--- config.mk ---
export PLATFORM = sky130hd
export DESIGN_NAME = spike_dispatcher
export DESIGN_NICKNAME = d
export VERILOG_FILES = /design/src/rtl/snn_pkg.sv /design/src/rtl/spike_dispatcher.sv
export SDC_FILE = /design/constraint.sdc
export NUM_CORES = 1
export LEC_CHECK = 0
export ABC_AREA = 1
export CORE_UTILIZATION = 46
export CTS_CLUSTER_SIZE = 8
export DETAILED_ROUTE_END_ITERATION = 7
export DONT_BUFFER_PORTS = 1
export PLACE_DENSITY = 0.68
export SYNTH_ARGS = -nofsm -noshare
export SYNTH_HDL_FRONTEND = slang
export SYNTH_SLANG_ARGS = --single-unit
--- constraint.sdc ---
create_clock -name clk -period 1.5 [get_ports clk]
set_clock_uncertainty 0.05 [all_clocks]
set_input_delay 0 -clock clk [delete_from_list [all_inputs] [get_ports clk]]
set_output_delay 0 -clock clk [all_outputs]
set_load 0.005 [all_outputs]
--- src/rtl/snn_pkg.sv ---
// Shared types and constants for the spike scheduling path.
package snn_pkg;

  typedef enum logic [2:0] {
    IDLE,
    POP,
    CAPT,
    ISSUE,
    DONE
  } state_t;

  localparam logic OP_SYN  = 1'b0;
  localparam logic OP_VIRT = 1'b1;

endpackage

--- src/rtl/spike_dispatcher.sv ---
// Pops one scheduler event at a time and drives the neuron-update port:
// a real event sweeps all N post-synaptic neurons, a virtual event is one update.
module spike_dispatcher
  import snn_pkg::*;
#(
  parameter int N         = 256,
  parameter int M         = 8,
  parameter int VIRT_BITS = 4
) (
  input  logic                   clk,
  input  logic                   rst,
  input  logic                   sched_empty,
  input  logic [VIRT_BITS+M-1:0] sched_data_out,
  output logic                   ctrl_sched_pop_n,
  input  logic                   ctrl_halt,
  input  logic                   neur_stall,
  output logic                   ctrl_neur_en,
  output logic                   ctrl_neur_op,
  output logic [M-1:0]           ctrl_neurmem_addr,
  output logic [M-1:0]           ctrl_pre_addr,
  output logic [VIRT_BITS-1:0]   ctrl_virts,
  output logic                   busy,
  output logic                   evt_done
);

  localparam logic [M-1:0] LAST = M'(N - 1);

  state_t               state;
  logic [VIRT_BITS-1:0] ev_virts;
  logic [M-1:0]         cnt;
  logic [VIRT_BITS-1:0] data_virts;
  logic [M-1:0]         data_addr;
  logic                 accept;

  always_comb begin
    data_virts = sched_data_out[VIRT_BITS+M-1 -: VIRT_BITS];
    data_addr  = sched_data_out[M-1:0];
    accept     = ctrl_neur_en && !neur_stall;
  end

  always_ff @(posedge clk) begin
    if (rst) begin
      state             <= IDLE;
      ev_virts          <= '0;
      cnt               <= '0;
      ctrl_sched_pop_n  <= 1'b1;
      ctrl_neur_en      <= 1'b0;
      ctrl_neur_op      <= OP_SYN;
      ctrl_neurmem_addr <= '0;
      ctrl_pre_addr     <= '0;
      ctrl_virts        <= '0;
      busy              <= 1'b0;
      evt_done          <= 1'b0;
    end else begin
      case (state)
        IDLE: begin
          if (!sched_empty && !ctrl_halt) begin
            state            <= POP;
            ctrl_sched_pop_n <= 1'b0;
            busy             <= 1'b1;
          end
        end
        POP: begin
          ctrl_sched_pop_n <= 1'b1;
          state            <= CAPT;
        end
        CAPT: begin
          // The event address lives on in the output registers, so only the
          // weight is kept for the type decode during ISSUE.
          ev_virts     <= data_virts;
          cnt          <= '0;
          ctrl_neur_en <= 1'b1;
          if (|data_virts) begin
            ctrl_neur_op      <= OP_VIRT;
            ctrl_neurmem_addr <= data_addr;
            ctrl_pre_addr     <= '0;
            ctrl_virts        <= data_virts;
          end else begin
            ctrl_neur_op      <= OP_SYN;
            ctrl_neurmem_addr <= '0;
            ctrl_pre_addr     <= data_addr;
            ctrl_virts        <= '0;
          end
          state <= ISSUE;
        end
        ISSUE: begin
          if (accept) begin
            if (|ev_virts || cnt == LAST) begin
              ctrl_neur_en <= 1'b0;
              evt_done     <= 1'b1;
              state        <= DONE;
            end else begin
              cnt               <= cnt + 1'b1;
              ctrl_neurmem_addr <= cnt + 1'b1;
            end
          end
        end
        DONE: begin
          evt_done <= 1'b0;
          busy     <= 1'b0;
          state    <= IDLE;
        end
        default: state <= IDLE;
      endcase
    end
  end

endmodule
==> qor.csv <==
metric;value;unit
Die Wd;64.1;um
Setup CP Type;register to register;
crit path to;ctrl_neurmem_addr[3];
Starting Density;48.0;%
ANT cells;0;
drt wl/cell;13.3;um
die height;64.1;um
PwrDens;1490;mW/mm^2
routability cong.;0.895;
FILL cells;329;
syn_area_per_cell;7.20;sq um
Slew Limit Fails;0;
Core Region;0.00369;sq mm
final core occ;61.0;%
Ports;42;
Synth cell types;23;
commonest non-fill, non-tap cell in the layout;nand2_1;
1st-iter DRT viols;77;
Worst Hold Class;input pin to register;
number of flops mapped to enable cells by yosys;0;
R2R Setup Slk;40;ps
cell count after synthesis;246;
maxcap violations;0;
fraction of layout cells with a size suffix above 1;19.6;%
Final HPWL DP;2730;um
die area;0.00410;sq mm
Area Growth Syn to Fin;27.0;%
Clock Latency Late Sink;290;ps
Final Cycle Share;97.6;%
Clock Pin Slew Worst Setup and Hold Paths;70;ps
drt first pass iters;4;
leakage power;0.960;nW
Syn Std Cell Area;0.00177;sq mm
DRT antenna net count;0;
Critical path origin;cnt[0];
largest net degree at the start of global routing;22;
global-route wire length before repair;6780;um
worst flop-to-flop path endpoint;ctrl_neurmem_addr[3];
Worst-Margin Slew;703;ps
final setup vio count;0;
DR vias;1645;
number of global-route vias before repair;1512;
Hold Fails Final Rpt;0;
Crit. End Element;register;
fmax;683;MHz
Reg2Reg Depth;10;
most frequent cells in the layout;nand2_1, nor2_1, dfxtp_1;
fin nets;292;
unrepaired setup endpoints after global routing;true;
CTS H-Tree Depth;2;
worst-case vdd ir drop;0.000806;V
TritonCTS clock tree;yes;
GRT Overall Usage;21.9;%
ys flop type;dfxtp_1;
Seq/Total Area, Yosys;45.2;%
worst path required time;1640;ps
root buffer cell;clkbuf_8;
Port Buffer Count;0;
# rows;22;
syn_nets;264;
vias per cell;5.09;
status;finished, final reports clean;
Period minus WS final;1460;ps
ys async rst share;0;%
Num CTS Buffers;5;
initial antenna violation count;0;
drt drc;0;
type of origin of the critical path;register;
HP Start;ctrl_halt;
total power;3.36;mW
clk sinks;40;
wirelength, routed;4310;um
Crit Path Max Fanout;6;
clk buf depth;2;
Seq cells post-synth;40;
Synth warnings;0;
GR Overflow Total;0;
FF-to-FF Start;cnt[0];
max_slew headroom;53.0;%
Critical Path AT;1600;ps
-- where the power goes --
part | switching (mW) | internal, mW
clock | 0.363 | 0.587
combinational | 0.568 | 0.402
sequential | 0.174 | 1.27
-- cell usage after synthesis, drive strengths merged, types with 2 or more instances --
cell | instances | area (sq um)
nor2 | 52 | 220
inv | 23 | 86.3
nand2 | 60 | 248
nand3b | 2 | 15.0
nand3 | 18 | 95.1
dfxtp | 40 | 801
a21oi | 15 | 90.1
clkbuf | 5 | 18.8
o21ai | 12 | 60.1
a22oi | 8 | 60.1
buf | 4 | 26.3
nand4 | 4 | 25.0
-- cells by family after synthesis --
logic type	after synthesis	synth area share (%)
buffers and inverters	32	7.41
adder cells (fa/ha/maj)	1	0.706
flip-flops	40	45.2
AO/OA/AOI/OAI	36	12.3
AND/OR/NAND/NOR	137	34.4
-- flip-flops by register name, indices dropped and copies added (netlist names) --
name               cells
ctrl_pre_addr          8
state                  3
ctrl_neur_op           1
evt_done               1
ctrl_sched_pop_n       1
ctrl_neur_en           1
cnt                    8
ev_virts               4
ctrl_virts             4
ctrl_neurmem_addr      8
busy                   1
-- final cells by class --
cell class | count | area, sq um | area share [%]
Timing Repair Buffer | 29 | 289 | 12.8
Clock inverter | 1 | 30.0 | 1.33
Tap cell | 48 | 60.1 | 2.67
Sequential cell | 40 | 805 | 35.7
Multi-Input combinational cell | 175 | 885 | 39.3
Clock buffer | 7 | 96.3 | 4.28
Inverter | 23 | 86.3 | 3.84
-- routing by layer --
layer | wire length, um | track usage (%) | part of all wire [%]
met5 | 0 | 0 | 0
met4 | 76 | 9.38 | 1.8
met3 | 203 | 5.89 | 4.7
met2 | 2100 | 34.4 | 49
met1 | 1930 | 28.0 | 45
-- worst max-delay path: stages (launching register included) --
cell	delay, ps
dfxtp_2	340
ha_4	170
nand2_4	80
nor2_4	50
nand2_2	80
nand3_2	80
nand2_4	120
buf_6	140
nand2_4	50
nor2_1	130
nor2_1	60
-- worst min path at each step --
| stage | endpoint | cells after the start |
|---|---|---|
| 6_report | state[0] | 4 |
| 4_1_cts | state[0] | 4 |
| 5_1_grt | state[0] | 4 |
| 2_1_floorplan | ctrl_pre_addr[0] | 2 |
| 3_5_place_dp | ctrl_neur_en | 1 |
| 3_3_place_gp | ev_virts[2] | 1 |
-- repair_timing --
action / CTS / global route
setup buffers: 0 / 4
cloned: 0 / 2
endpoints found under the setup margin: 2 / 18
hold endpoints to repair: 28 / 0
hold buffers: 15 / 0
pin swaps: 0 / 5
resized for setup: 2 / 13
-- per-stage QoR --
step | setup TNS [ps] | hold WS, ps | std cells | worst slack [ps] | instance area [sq um]
5_1_grt | -238 | 34.1 | 323 | -44.0 | 2250
4_1_cts | 0 | 4.21 | 317 | 5.36 | 2160
3_5_place_dp | 0 | 23.0 | 294 | 9.15 | 1880
3_3_place_gp | 0 | 21.1 | 294 | 57.8 | 1880
6_report | 0 | 18.6 | 323 | 36.3 | 2250
2_1_floorplan | 0 | 98.3 | 246 | 127 | 1770
Note: power is estimated with default switching activity, not from simulation.
